==> src/rtl/alu_accumulator_pkg.sv <==
// Shared opcode map, flag bit positions and instruction-group masks for the
// ALU/accumulator stage.
package alu_accumulator_pkg;

    // Flag bit positions inside Flags = {OV, NEG, CARRY, ZERO}
    localparam int ZERO  = 0;
    localparam int CARRY = 1;
    localparam int NEG   = 2;
    localparam int OV    = 3;

    // Group decode: IR[7:6] picks the group, IR[5:3] must be zero,
    // IR[2] picks the operand (0 = MBR, 1 = IBR), IR[1:0] picks the function.
    localparam logic [7:0] GRP_MASK  = 8'hF8;
    localparam logic [7:0] ARITH_GRP = 8'h40;
    localparam logic [7:0] LOGIC_GRP = 8'h80;
    localparam logic [7:0] SRC_MASK  = 8'h04;

    // Data movement (load/store X and I share one encoding apart from IR[2])
    localparam logic [7:0] LOAD_X  = 8'h01;
    localparam logic [7:0] LOAD_I  = 8'h05;
    localparam logic [7:0] STORE_X = 8'h02;
    localparam logic [7:0] STORE_I = 8'h06;

    // Control flow, resolved by the FSM from Flags
    localparam logic [7:0] JMP = 8'hC0;
    localparam logic [7:0] JZ  = 8'hC1;
    localparam logic [7:0] JC  = 8'hC2;
    localparam logic [7:0] JN  = 8'hC3;
    localparam logic [7:0] JV  = 8'hC4;

    // Arithmetic group
    localparam logic [7:0] ADD_X  = 8'h40;
    localparam logic [7:0] SUB_X  = 8'h41;
    localparam logic [7:0] ADDC_X = 8'h42;
    localparam logic [7:0] SUBC_X = 8'h43;
    localparam logic [7:0] ADD_I  = 8'h44;
    localparam logic [7:0] SUB_I  = 8'h45;
    localparam logic [7:0] ADDC_I = 8'h46;
    localparam logic [7:0] SUBC_I = 8'h47;

    // Logic group
    localparam logic [7:0] NOR_X  = 8'h80;
    localparam logic [7:0] NAND_X = 8'h81;
    localparam logic [7:0] XOR_X  = 8'h82;
    localparam logic [7:0] XNOR_X = 8'h83;
    localparam logic [7:0] NOR_I  = 8'h84;
    localparam logic [7:0] NAND_I = 8'h85;
    localparam logic [7:0] XOR_I  = 8'h86;
    localparam logic [7:0] XNOR_I = 8'h87;

    typedef enum logic [1:0] {
        FN_ADD  = 2'b00,
        FN_SUB  = 2'b01,
        FN_ADDC = 2'b10,
        FN_SUBC = 2'b11
    } arith_fn_e;

    typedef enum logic [1:0] {
        FN_NOR  = 2'b00,
        FN_NAND = 2'b01,
        FN_XOR  = 2'b10,
        FN_XNOR = 2'b11
    } logic_fn_e;

endpackage

==> src/rtl/alu_accumulator_core.sv <==
// Combinational ALU: decodes IR, computes the result and new flag values, and
// reports which architectural fields the instruction is allowed to write.
module alu_core
    import alu_accumulator_pkg::*;
#(
    parameter int DATA_WIDTH = 8,
    parameter int INST_WIDTH = 8
) (
    input  logic [DATA_WIDTH-1:0] a,
    input  logic [DATA_WIDTH-1:0] op,
    input  logic                  cin,
    input  logic [INST_WIDTH-1:0] IR,
    output logic [DATA_WIDTH-1:0] result,
    output logic                  c,
    output logic                  v,
    output logic                  z,
    output logic                  n,
    output logic                  wr_ar,
    output logic                  wr_c,
    output logic                  wr_v,
    output logic                  wr_zn
);

    logic [7:0]            opc;
    logic [DATA_WIDTH-1:0] b;
    logic                  ci;
    logic [DATA_WIDTH:0]   sum;

    assign opc = IR[7:0];

    // Subtraction forms add the inverted operand; the carry-in comes from the
    // function code (0 for ADD, 1 for SUB, stored carry for ADDC/SUBC).
    assign b   = opc[0] ? ~op : op;
    assign ci  = (arith_fn_e'(opc[1:0]) == FN_ADD) ? 1'b0 :
                 (arith_fn_e'(opc[1:0]) == FN_SUB) ? 1'b1 : cin;
    assign sum = {1'b0, a} + {1'b0, b} + {{DATA_WIDTH{1'b0}}, ci};

    // Group decode, result select and write-enable generation
    always_comb begin
        result = a;
        c      = cin;
        v      = 1'b0;
        wr_ar  = 1'b0;
        wr_c   = 1'b0;
        wr_v   = 1'b0;
        wr_zn  = 1'b0;
        if ((opc & GRP_MASK) == ARITH_GRP) begin
            result = sum[DATA_WIDTH-1:0];
            c      = sum[DATA_WIDTH];
            v      = (a[DATA_WIDTH-1] == b[DATA_WIDTH-1]) &&
                     (sum[DATA_WIDTH-1] != a[DATA_WIDTH-1]);
            wr_ar  = 1'b1;
            wr_c   = 1'b1;
            wr_v   = 1'b1;
            wr_zn  = 1'b1;
        end else if ((opc & GRP_MASK) == LOGIC_GRP) begin
            unique case (logic_fn_e'(opc[1:0]))
                FN_NOR:  result = ~(a | op);
                FN_NAND: result = ~(a & op);
                FN_XOR:  result = a ^ op;
                FN_XNOR: result = ~(a ^ op);
            endcase
            wr_ar = 1'b1;
            wr_v  = 1'b1;
            wr_zn = 1'b1;
        end else if ((opc & ~SRC_MASK) == LOAD_X) begin
            result = op;
            wr_ar  = 1'b1;
            wr_zn  = 1'b1;
        end
    end

    assign z = (result == '0);
    assign n = result[DATA_WIDTH-1];

endmodule

==> src/rtl/alu_accumulator.sv <==
// Registered accumulator stage: holds AR, Flags and the done strobe, and
// commits the ALU result on each Exec strobe.
module alu_accumulator
    import alu_accumulator_pkg::*;
#(
    parameter int DATA_WIDTH = 8,
    parameter int INST_WIDTH = 8
) (
    input  logic                  clk,
    input  logic                  rst_n,
    input  logic                  Exec,
    input  logic [INST_WIDTH-1:0] IR,
    input  logic [DATA_WIDTH-1:0] IBR,
    input  logic [DATA_WIDTH-1:0] MBR,
    output logic [DATA_WIDTH-1:0] AR,
    output logic [3:0]            Flags,
    output logic                  done
);

    logic [DATA_WIDTH-1:0] ar_q, ar_d;
    logic [3:0]            flags_q, flags_d;
    logic                  done_q;

    logic [DATA_WIDTH-1:0] op, result;
    logic                  c, v, z, n;
    logic                  wr_ar, wr_c, wr_v, wr_zn;

    assign op = IR[2] ? IBR : MBR;

    alu_core #(
        .DATA_WIDTH (DATA_WIDTH),
        .INST_WIDTH (INST_WIDTH)
    ) u_core (
        .a      (ar_q),
        .op     (op),
        .cin    (flags_q[CARRY]),
        .IR     (IR),
        .result (result),
        .c      (c),
        .v      (v),
        .z      (z),
        .n      (n),
        .wr_ar  (wr_ar),
        .wr_c   (wr_c),
        .wr_v   (wr_v),
        .wr_zn  (wr_zn)
    );

    // Next-state: only fields the instruction owns change, and only on Exec
    always_comb begin
        ar_d    = ar_q;
        flags_d = flags_q;
        if (Exec) begin
            if (wr_ar) ar_d = result;
            if (wr_c)  flags_d[CARRY] = c;
            if (wr_v)  flags_d[OV]    = v;
            if (wr_zn) begin
                flags_d[ZERO] = z;
                flags_d[NEG]  = n;
            end
        end
    end

    // State registers; reset wins over a coincident Exec
    always_ff @(posedge clk) begin
        if (!rst_n) begin
            ar_q    <= '0;
            flags_q <= '0;
            done_q  <= 1'b0;
        end else begin
            ar_q    <= ar_d;
            flags_q <= flags_d;
            done_q  <= Exec;
        end
    end

    assign AR    = ar_q;
    assign Flags = flags_q;
    assign done  = done_q;

endmodule

==> config.mk <==
export PLATFORM = sky130hd
export DESIGN_NAME = alu_accumulator
export DESIGN_NICKNAME = d
export VERILOG_FILES = /design/src/rtl/alu_accumulator_pkg.sv /design/src/rtl/alu_accumulator_core.sv /design/src/rtl/alu_accumulator.sv
export SDC_FILE = /design/constraint.sdc
export NUM_CORES = 1
export LEC_CHECK = 0
export CORE_MARGIN = 4
export CORE_UTILIZATION = 40
export CTS_CLUSTER_DIAMETER = 30
export CTS_CLUSTER_SIZE = 28
export DETAILED_ROUTE_END_ITERATION = 16
export PLACE_DENSITY = 0.68
export SKIP_CTS_REPAIR_TIMING = 1
export SKIP_LAST_GASP = 1
export SLEW_MARGIN = 20
export SYNTH_ARGS = -nofsm -noshare
export SYNTH_HDL_FRONTEND = slang
export SYNTH_HIERARCHICAL = 1
export SYNTH_SLANG_ARGS = --single-unit
==> constraint.sdc <==
create_clock -name clk -period 7.5 [get_ports clk]
set_input_delay 1.5 -clock clk [delete_from_list [all_inputs] [get_ports clk]]
set_output_delay 1.5 -clock clk [all_outputs]
set_load 0.005 [all_outputs]
# == Word-level counts from Yosys, hierarchy flattened ==
# Cells that the tools add are included.
# op_classes
n_mux,15
reduce_logical,6
n_bitwise,7
n_eq_ne,8
n_addsub,2
# ops
operator,count
$mux 8,5
$not 8->8,4
$pmux 8 s4,1
$add 8x8->9,1
$add 9x1->9,1
$mux 1,9
$and 8x8->8,1
$logic_not 8->1,1
$or 8x8->8,1
$xor 8x8->8,1
$eq 7x1->1 const B,1
$eq 5x4->1 const B,1
$eq 5x5->1 const B,1
$eq 2x2->1 const B,2
$reduce_and 2->1,2
$reduce_and 3->1,1
$eq 2x1->1 const B,1
$logic_not 2->1,1
$eq 1x1->1,1
$logic_and 1x1->1,1
$ne 1x1->1,1
# totals
output_inout_bits,13
register_bits,13
inputBits,27

# == Depth between registers and ports, before layout ==
# Gate-level depths: netlist of run 1.
# logic_depth
ltp_word,8
depth_mapped,14
mapped_depth_nobuf,13

# == Modules after synthesis ==
# The synthesis of run 1 kept the hierarchy.
# modules_own_cells
mod,n_inst,area_each_um2,seq_area_each_um2,cells_each
alu_core,1,1392.6,0.0,190
alu_accumulator,1,663.1,260.2,69

# == Worst setup path after synthesis of run 1 ==
# OpenSTA, ideal clock, no wires.
# synth_path
path_type,in2reg
start,in IR[0]
end,"reg flags_q[0], in the netlist Flags[0]"
n_path_buf,2
path_stages,14
arrival_ns,4.316
setup_ns,0.121
setup_slack_ns,3.063
cell_sequence,buf_2 -> buf_1 -> xnor2_1 -> fa_1 -> inv_1 -> fa_1 -> a211oi_1 -> nor3b_1 -> or3_1 -> and4_1 -> o311ai_1 -> nor4_2 -> nand4_1 -> o21ai_0
# synth_between
elab_chain_len,6
# synth_lines
element,line,source
start: declaration,alu_accumulator.sv:12,"input logic [INST_WIDTH-1:0] IR,"
"parallel branches: the longest is 4 deep, another holds $add 8x8->9",--,
$mux 8 (*),alu_accumulator_core.sv:47,if ((opc & GRP_MASK) == ARITH_GRP) begin
$logic_not 8->1 (*),alu_accumulator_core.sv:73,assign z = (result == '0);
named net z,alu_accumulator.sv:25,"logic c, v, z, n;"
end signal: assignment,alu_accumulator.sv:72,flags_q <= flags_d;
end: declaration,alu_accumulator.sv:21,"logic [3:0] flags_q, flags_d;"
# Mark *: on every way through the listed nets, which the timed path passes.
# A chain may end at the register's enable or synchronous reset.

# == Worst setup path in the final report of run 1 ==
# Same ends and word-level chain as after synthesis.

==> results of run 1 <==
==> cell usage in the layout (no fill, tap or decap), types with 2 or more instances in the layout <==
| cell | synthesis | routed |
|---|---|---|
| fa_1 | 2 | 2 |
| clkdlybuf4s50_1 | 0 | 39 |
| mux2i_1 | 9 | 9 |
| o22ai_1 | 3 | 3 |
| a21oi_1 | 14 | 14 |
| nor4_2 | 2 | 2 |
| nand2_1 | 27 | 27 |
| a211oi_1 | 8 | 8 |
| nor2b_1 | 5 | 5 |
| xor2_1 | 10 | 10 |
| and4_1 | 2 | 2 |
| o211ai_1 | 2 | 2 |
| mux2_2 | 15 | 15 |
| nand2b_1 | 2 | 2 |
| a22oi_1 | 2 | 2 |
| dfxtp_1 | 13 | 13 |
| nor3_1 | 11 | 11 |
| ha_1 | 24 | 24 |
| inv_1 | 20 | 20 |
| nand4_1 | 10 | 10 |
| nand3_1 | 5 | 5 |
| a22o_1 | 2 | 2 |
| and2_1 | 3 | 3 |
| clkbuf_8 | 0 | 3 |
| xnor2_1 | 2 | 2 |
| o21ai_0 | 8 | 8 |
| a21boi_0 | 2 | 2 |
| nor2_1 | 5 | 5 |
| o21ai_2 | 8 | 8 |
| a21o_1 | 3 | 3 |
==> power groups by stage <==
stage	sequential, uW	combinational [uW]	clock [uW]
floorplan	71.5	61.1	0
global placement	71.6	86.4	0
detailed placement	71.5	87.1	0
CTS	70.0	87.6	68.7
global route	70.1	98.1	70.3
finish	70.1	88.1	64.8
==> final timing paths <==
kind / start / endpoint / slack [ns]
worst min register to register: Flags[2] / Flags[2] / 0.47
worst max-delay path: IR[0] / Flags[0] / 2.25
worst min-delay path: Flags[2] / Flags[2] / 0.47
worst max register to register: Flags[1] / Flags[0] / 4.51
==> registers in the layout, summed over array words and instances, names as in the netlist <==
register,flops
Flags,4
done,1
AR,8
==> kinds of logic after synthesis <==
| family | synth area share [%] |
|---|---|
| XOR/XNOR | 5.11 |
| AND/OR/NAND/NOR | 22.9 |
| adder cells (fa/ha/maj) | 16.6 |
| AO/OA/AOI/OAI | 20.6 |
| flip-flops | 12.7 |
| multiplexers | 12.6 |
| buffers and inverters | 9.56 |
==> worst min-delay path: cells and delay by family, from the launching register on <==
family | cells | cell delay (ns)
flops | 1 | 0.31
compound gates | 1 | 0.06
simple gates | 1 | 0.05
==> area by class of cell <==
type | count | area share (%)
tap | 67 | 3.42
sequential | 13 | 10.6
timing repair buffer | 39 | 15.9
multi-input combinational | 208 | 65.2
clock buffer | 4 | 1.84
inverter | 20 | 3.06
==> metal layers <==
| layer | vias up | part of all wire, % |
|---|---|---|
| met5 | - | 0 |
| met4 | 0 | 0.90 |
| met3 | 4 | 6.0 |
| met2 | 54 | 44 |
| met1 | 897 | 49 |
| li1 | 981 | - |
==> per-stage QoR <==
step	hold WS [ns]	instances	util, %	area, um^2
global placement	0.452	347	49.7	2410
global route	0.503	351	50.6	2450
finish	0.475	351	50.6	2450
CTS	0.482	351	50.6	2450
floorplan	0.452	259	-	2060
detailed placement	0.468	347	49.7	2410
==> results.json, run 1 <==
{
  "switching_share_pct": 32.9,
  "rsz0062_at_grt": "no",
  "cp.arrival_ns": 5.42,
  "finalPower_uw": 223,
  "grt_max_degree": 26,
  "routedWlPerCell_um": 15.3,
  "cts_tree": "done",
  "cp.required_ns": 7.68,
  "clockRootBuffer": "clkbuf_8",
  "synth.yosys.seq_area_share_pct": 12.7,
  "grt_pass1_vias": 1912,
  "cp_num_cells": 14,
  "cpLargestDelayFamily": "simple AND/OR/NAND/NOR gates",
  "slowest_stage": "clkdlybuf4s50_1",
  "status": "complete, no violations",
  "num_antenna_cells": 0,
  "cpPeakStageDelay_ns": 0.91,
  "synth_common_cells": "nand2_1, ha_1, inv_1",
  "grt_overflow": 0,
  "finalNetCount": 338,
  "crit_buf_inv": 2,
  "cp_cell_sequence": "clkdlybuf4s50_1 -> nor2b_1 -> a21oi_1 -> fa_1 -> inv_1 -> fa_1 -> a211oi_1 -> nor3b_1 -> or3_1 -> a211oi_1 -> o311ai_1 -> nor4_2 -> nand4_1 -> o21ai_0",
  "cts_max_level": 1,
  "synthArstFlopShare_pct": 0,
  "ys_ff_latch": 13,
  "numClockSinks": 13,
  "tns_ns": 0,
  "yosysTopAreaCellShare_pct": 14.6,
  "p_per_area_mw_per_mm2": 90.8,
  "setup_viol": 0,
  "synth_area_per_cell_um2": 7.94,
  "drtAntennaViolNets": 0,
  "syn_nets": 312,
  "hold_viol": 0,
  "core_mm2": 0.00485,
  "synth_ff_type": "dfxtp_1",
  "die-height_um": 79.7,
  "dr.pass1.iters": 4,
  "grt_usage_pct": 17.3,
  "ios": 40,
  "gp_congestion": 0.880,
  "vias_per_cell": 5.52,
  "cp_max_fo": 24,
  "skew_ns": 0.00185,
  "synth_area_leaders": "ha_1, dfxtp_1, mux2_2, nand2_1, mux2i_1",
  "met3_usage_pct": 1.81,
  "drive_above_1_share_pct": 11.6,
  "grt_pass1_wl_mm": 8.87,
  "power_leakage_uw": 0.00105,
  "antenna_found_initial": 0,
  "num_rows": 25,
  "pwr-share-comb_pct": 39.5,
  "p_switching_uw": 73.3,
  "num_vias": 1936,
  "fill_cells": 481,
  "postLayoutSetupSlackWorst_ns": 2.25,
  "clock_latency_ns": 0.25,
  "regArea_um2": 260,
  "remaining_drc_errors": 0,
  "grt.busiest_layer": "met2",
  "worstSetupStartpointType": "input port",
  "hpwl_mm": 4.21,
  "critPathKind": "input port to flip-flop",
  "drv_cap": 0,
  "place_ws_ns": 2.00,
  "worst_slew_pin_slew_ns": 0.956,
  "numCtsBuffers": 3,
  "finalCritPeriodShare_pct": 70.0,
  "pwr-share-seq_pct": 31.4,
  "whs_path_depth": 2,
  "die_width_um": 79.7,
  "area_delta_synth_final_pct": 19.4,
  "multi_input_area_mm2": 0.00160,
  "synth_area_leader_cell": "ha_1",
  "finalWirelength_mm": 5.36,
  "pwr-share-clk_pct": 29.1,
  "netlist_instances": 259,
  "clk_pin_slew_ns": 0.06,
  "fin_crit_ns": 5.25,
  "grt_use_met1_pct": 23.6,
  "die_area_mm2": 0.00635,
  "synth_cell_types": 55,
  "rr_worst_depth": 12,
  "max-vdd-ir-drop_v": 0.000116,
  "drt-initial-drc-count": 137,
  "synth_edf_count": 0,
  "syn_area_mm2": 0.00206,
  "synth_warnings": 6,
  "portBuffers": 39,
  "gr-usage-met2_pct": 28.5,
  "yosysMostFrequentCell": "nand2_1",
  "drv_slew": 0,
  "hp-class": "flip-flop to flip-flop",
  "cts_buffer_depth": 2,
  "max_freq_ghz": 0.191,
  "start_util_pct": 42.4,
  "intPower_uw": 150,
  "endpoint_kind": "flip-flop",
  "slew_headroom_pct": 36.1
}
Power figures use the tool's default switching activity.
==> run 2, diff against run 1 <==
Clock period 7.5 ns to 5.2 ns, I/O delays scaled along.
==> results.json, run 2 (same netlist as run 1, synthesis figures left out) <==
{
  "max-vdd-ir-drop_v": 0.000126,
  "portBuffers": 39,
  "largest_register_ffs": 8,
  "slowest_stage": "clkdlybuf4s50_1",
  "fin_crit_ns": 4.47,
  "clockRootBuffer": "clkbuf_8",
  "p_per_area_mw_per_mm2": 128,
  "status": "complete, no violations",
  "antenna_found_initial": 0,
  "hold_viol": 0,
  "clock_latency_ns": 0.24,
  "fill_cells": 477,
  "clk_pin_slew_ns": 0.05,
  "grt_max_degree": 26,
  "pwr-share-seq_pct": 31.7,
  "switching_share_pct": 31.8,
  "final_cell_mix": "clkdlybuf4s50_1, nand2_1, ha_1, inv_1, mux2_2",
  "rsz0062_at_grt": "no",
  "max_freq_ghz": 0.224,
  "num_rows": 25,
  "drv_cap": 0,
  "dr.pass1.iters": 4,
  "ios": 40,
  "p_switching_uw": 101,
  "critPathKind": "input port to flip-flop",
  "start_util_pct": 42.4,
  "cp_max_fo": 8,
  "final_common_cell": "clkdlybuf4s50_1",
  "num_vias": 2004,
  "finalWirelength_mm": 5.28,
  "finalNetCount": 342,
  "grt_overflow": 0,
  "remaining_drc_errors": 0,
  "grt_pass1_vias": 1974,
  "worstSetupStartpointType": "input port",
  "grt_usage_pct": 17.4,
  "cp.arrival_ns": 4.64,
  "cts_buffer_depth": 2,
  "drive_above_1_share_pct": 12.8,
  "pwr-share-comb_pct": 40.4,
  "numCtsBuffers": 3,
  "tns_ns": 0,
  "cp_cell_sequence": "clkdlybuf4s50_1 -> buf_4 -> mux2_2 -> xnor2_1 -> fa_1 -> inv_1 -> fa_1 -> a211oi_1 -> nor3b_1 -> or3_1 -> a211oi_1 -> o311ai_1 -> nor4_2 -> nand4_1 -> o21ai_0",
  "cts_max_level": 1,
  "grt_pass1_wl_mm": 9.18,
  "slew_headroom_pct": 48.5,
  "die-height_um": 79.7,
  "num_antenna_cells": 0,
  "routedWlPerCell_um": 14.9,
  "intPower_uw": 217,
  "worst_slew_pin_slew_ns": 0.770,
  "finalPower_uw": 319,
  "vias_per_cell": 5.65,
  "drt-initial-drc-count": 235,
  "drv_slew": 0,
  "drtAntennaViolNets": 0,
  "die_width_um": 79.7,
  "core_mm2": 0.00485,
  "die_area_mm2": 0.00635,
  "finalCritPeriodShare_pct": 85.9,
  "gp_congestion": 0.904,
  "hpwl_mm": 4.20,
  "endpoint_kind": "flip-flop",
  "setup_viol": 0,
  "cp.required_ns": 5.37,
  "power_leakage_uw": 0.00107,
  "hp-class": "flip-flop to flip-flop",
  "skew_ns": 0.00166,
  "cpPeakStageDelay_ns": 0.46,
  "pwr-share-clk_pct": 27.9,
  "area_delta_synth_final_pct": 20.8,
  "cts_tree": "done",
  "numClockSinks": 13
}
-- run 2: changes by cell type in the layout (fill, tap and decap cells not counted) --
cell   change
buf_4      +4
-- run 2: power by group through the flow --
stage	clock [uW]	combinational [uW]	sequential, uW
floorplan	0	88.2	103
global placement	0	125	103
detailed placement	0	128	103
CTS	91.7	129	101
global route	97.5	144	101
finish	88.7	129	101
-- run 2: metrics by stage --
| stage | utilization, % | hold slack [ns] | area, um^2 | setup WS [ns] | cells |
|---|---|---|---|---|---|
| final | 51.2 | 0.459 | 2480 | 0.733 | 355 |
| after global routing | 51.2 | 0.513 | 2480 | 0.466 | 355 |
| after CTS | 51.2 | 0.467 | 2480 | 0.754 | 355 |
| after detailed placement | 50.3 | 0.459 | 2440 | 0.502 | 351 |
| after global placement | 50.3 | 0.453 | 2440 | 0.644 | 351 |
| after floorplan | - | 0.452 | 2060 | 1.22 | 259 |
-- run 2: worst paths after layout --
| check | start | end | slack [ns] | cells after the start |
|---|---|---|---|---|
| min | Flags[3] | Flags[3] | 0.46 | 2 |
| max reg2reg | Flags[1] | Flags[0] | 2.23 | 12 |
| max | IR[2] | Flags[0] | 0.73 | 15 |
| min reg2reg | Flags[3] | Flags[3] | 0.46 | 2 |
-- run 2: area by class of cell --
| cell class | count | area, um^2 | share of cell area [%] |
|---|---|---|---|
| Tap cell | 67 | 83.8 | 3.38 |
| Sequential cell | 13 | 260 | 10.5 |
| Timing Repair Buffer | 43 | 420 | 16.9 |
| Multi-Input combinational cell | 208 | 1600 | 64.4 |
| Clock buffer | 4 | 45.0 | 1.81 |
| Inverter | 20 | 75.1 | 3.02 |
-- run 2: metal layers --
metal | global-route usage [%] | up-vias | routed length [um]
met3 | 2.03 | 6 | 382
met5 | 0 | - | 0
li1 | - | 993 | -
met2 | 26.5 | 70 | 2340
met1 | 25.2 | 935 | 2480
met4 | 5.67 | 0 | 68
-- run 2: worst max-delay path: cells and delay by family --
family	cells	cell delay, ns
buf+inv	3	0.68
simple gates	4	0.82
compound gates	4	0.86
mux	1	0.38
xor+xnor	1	0.21
fa+ha+maj	2	0.65
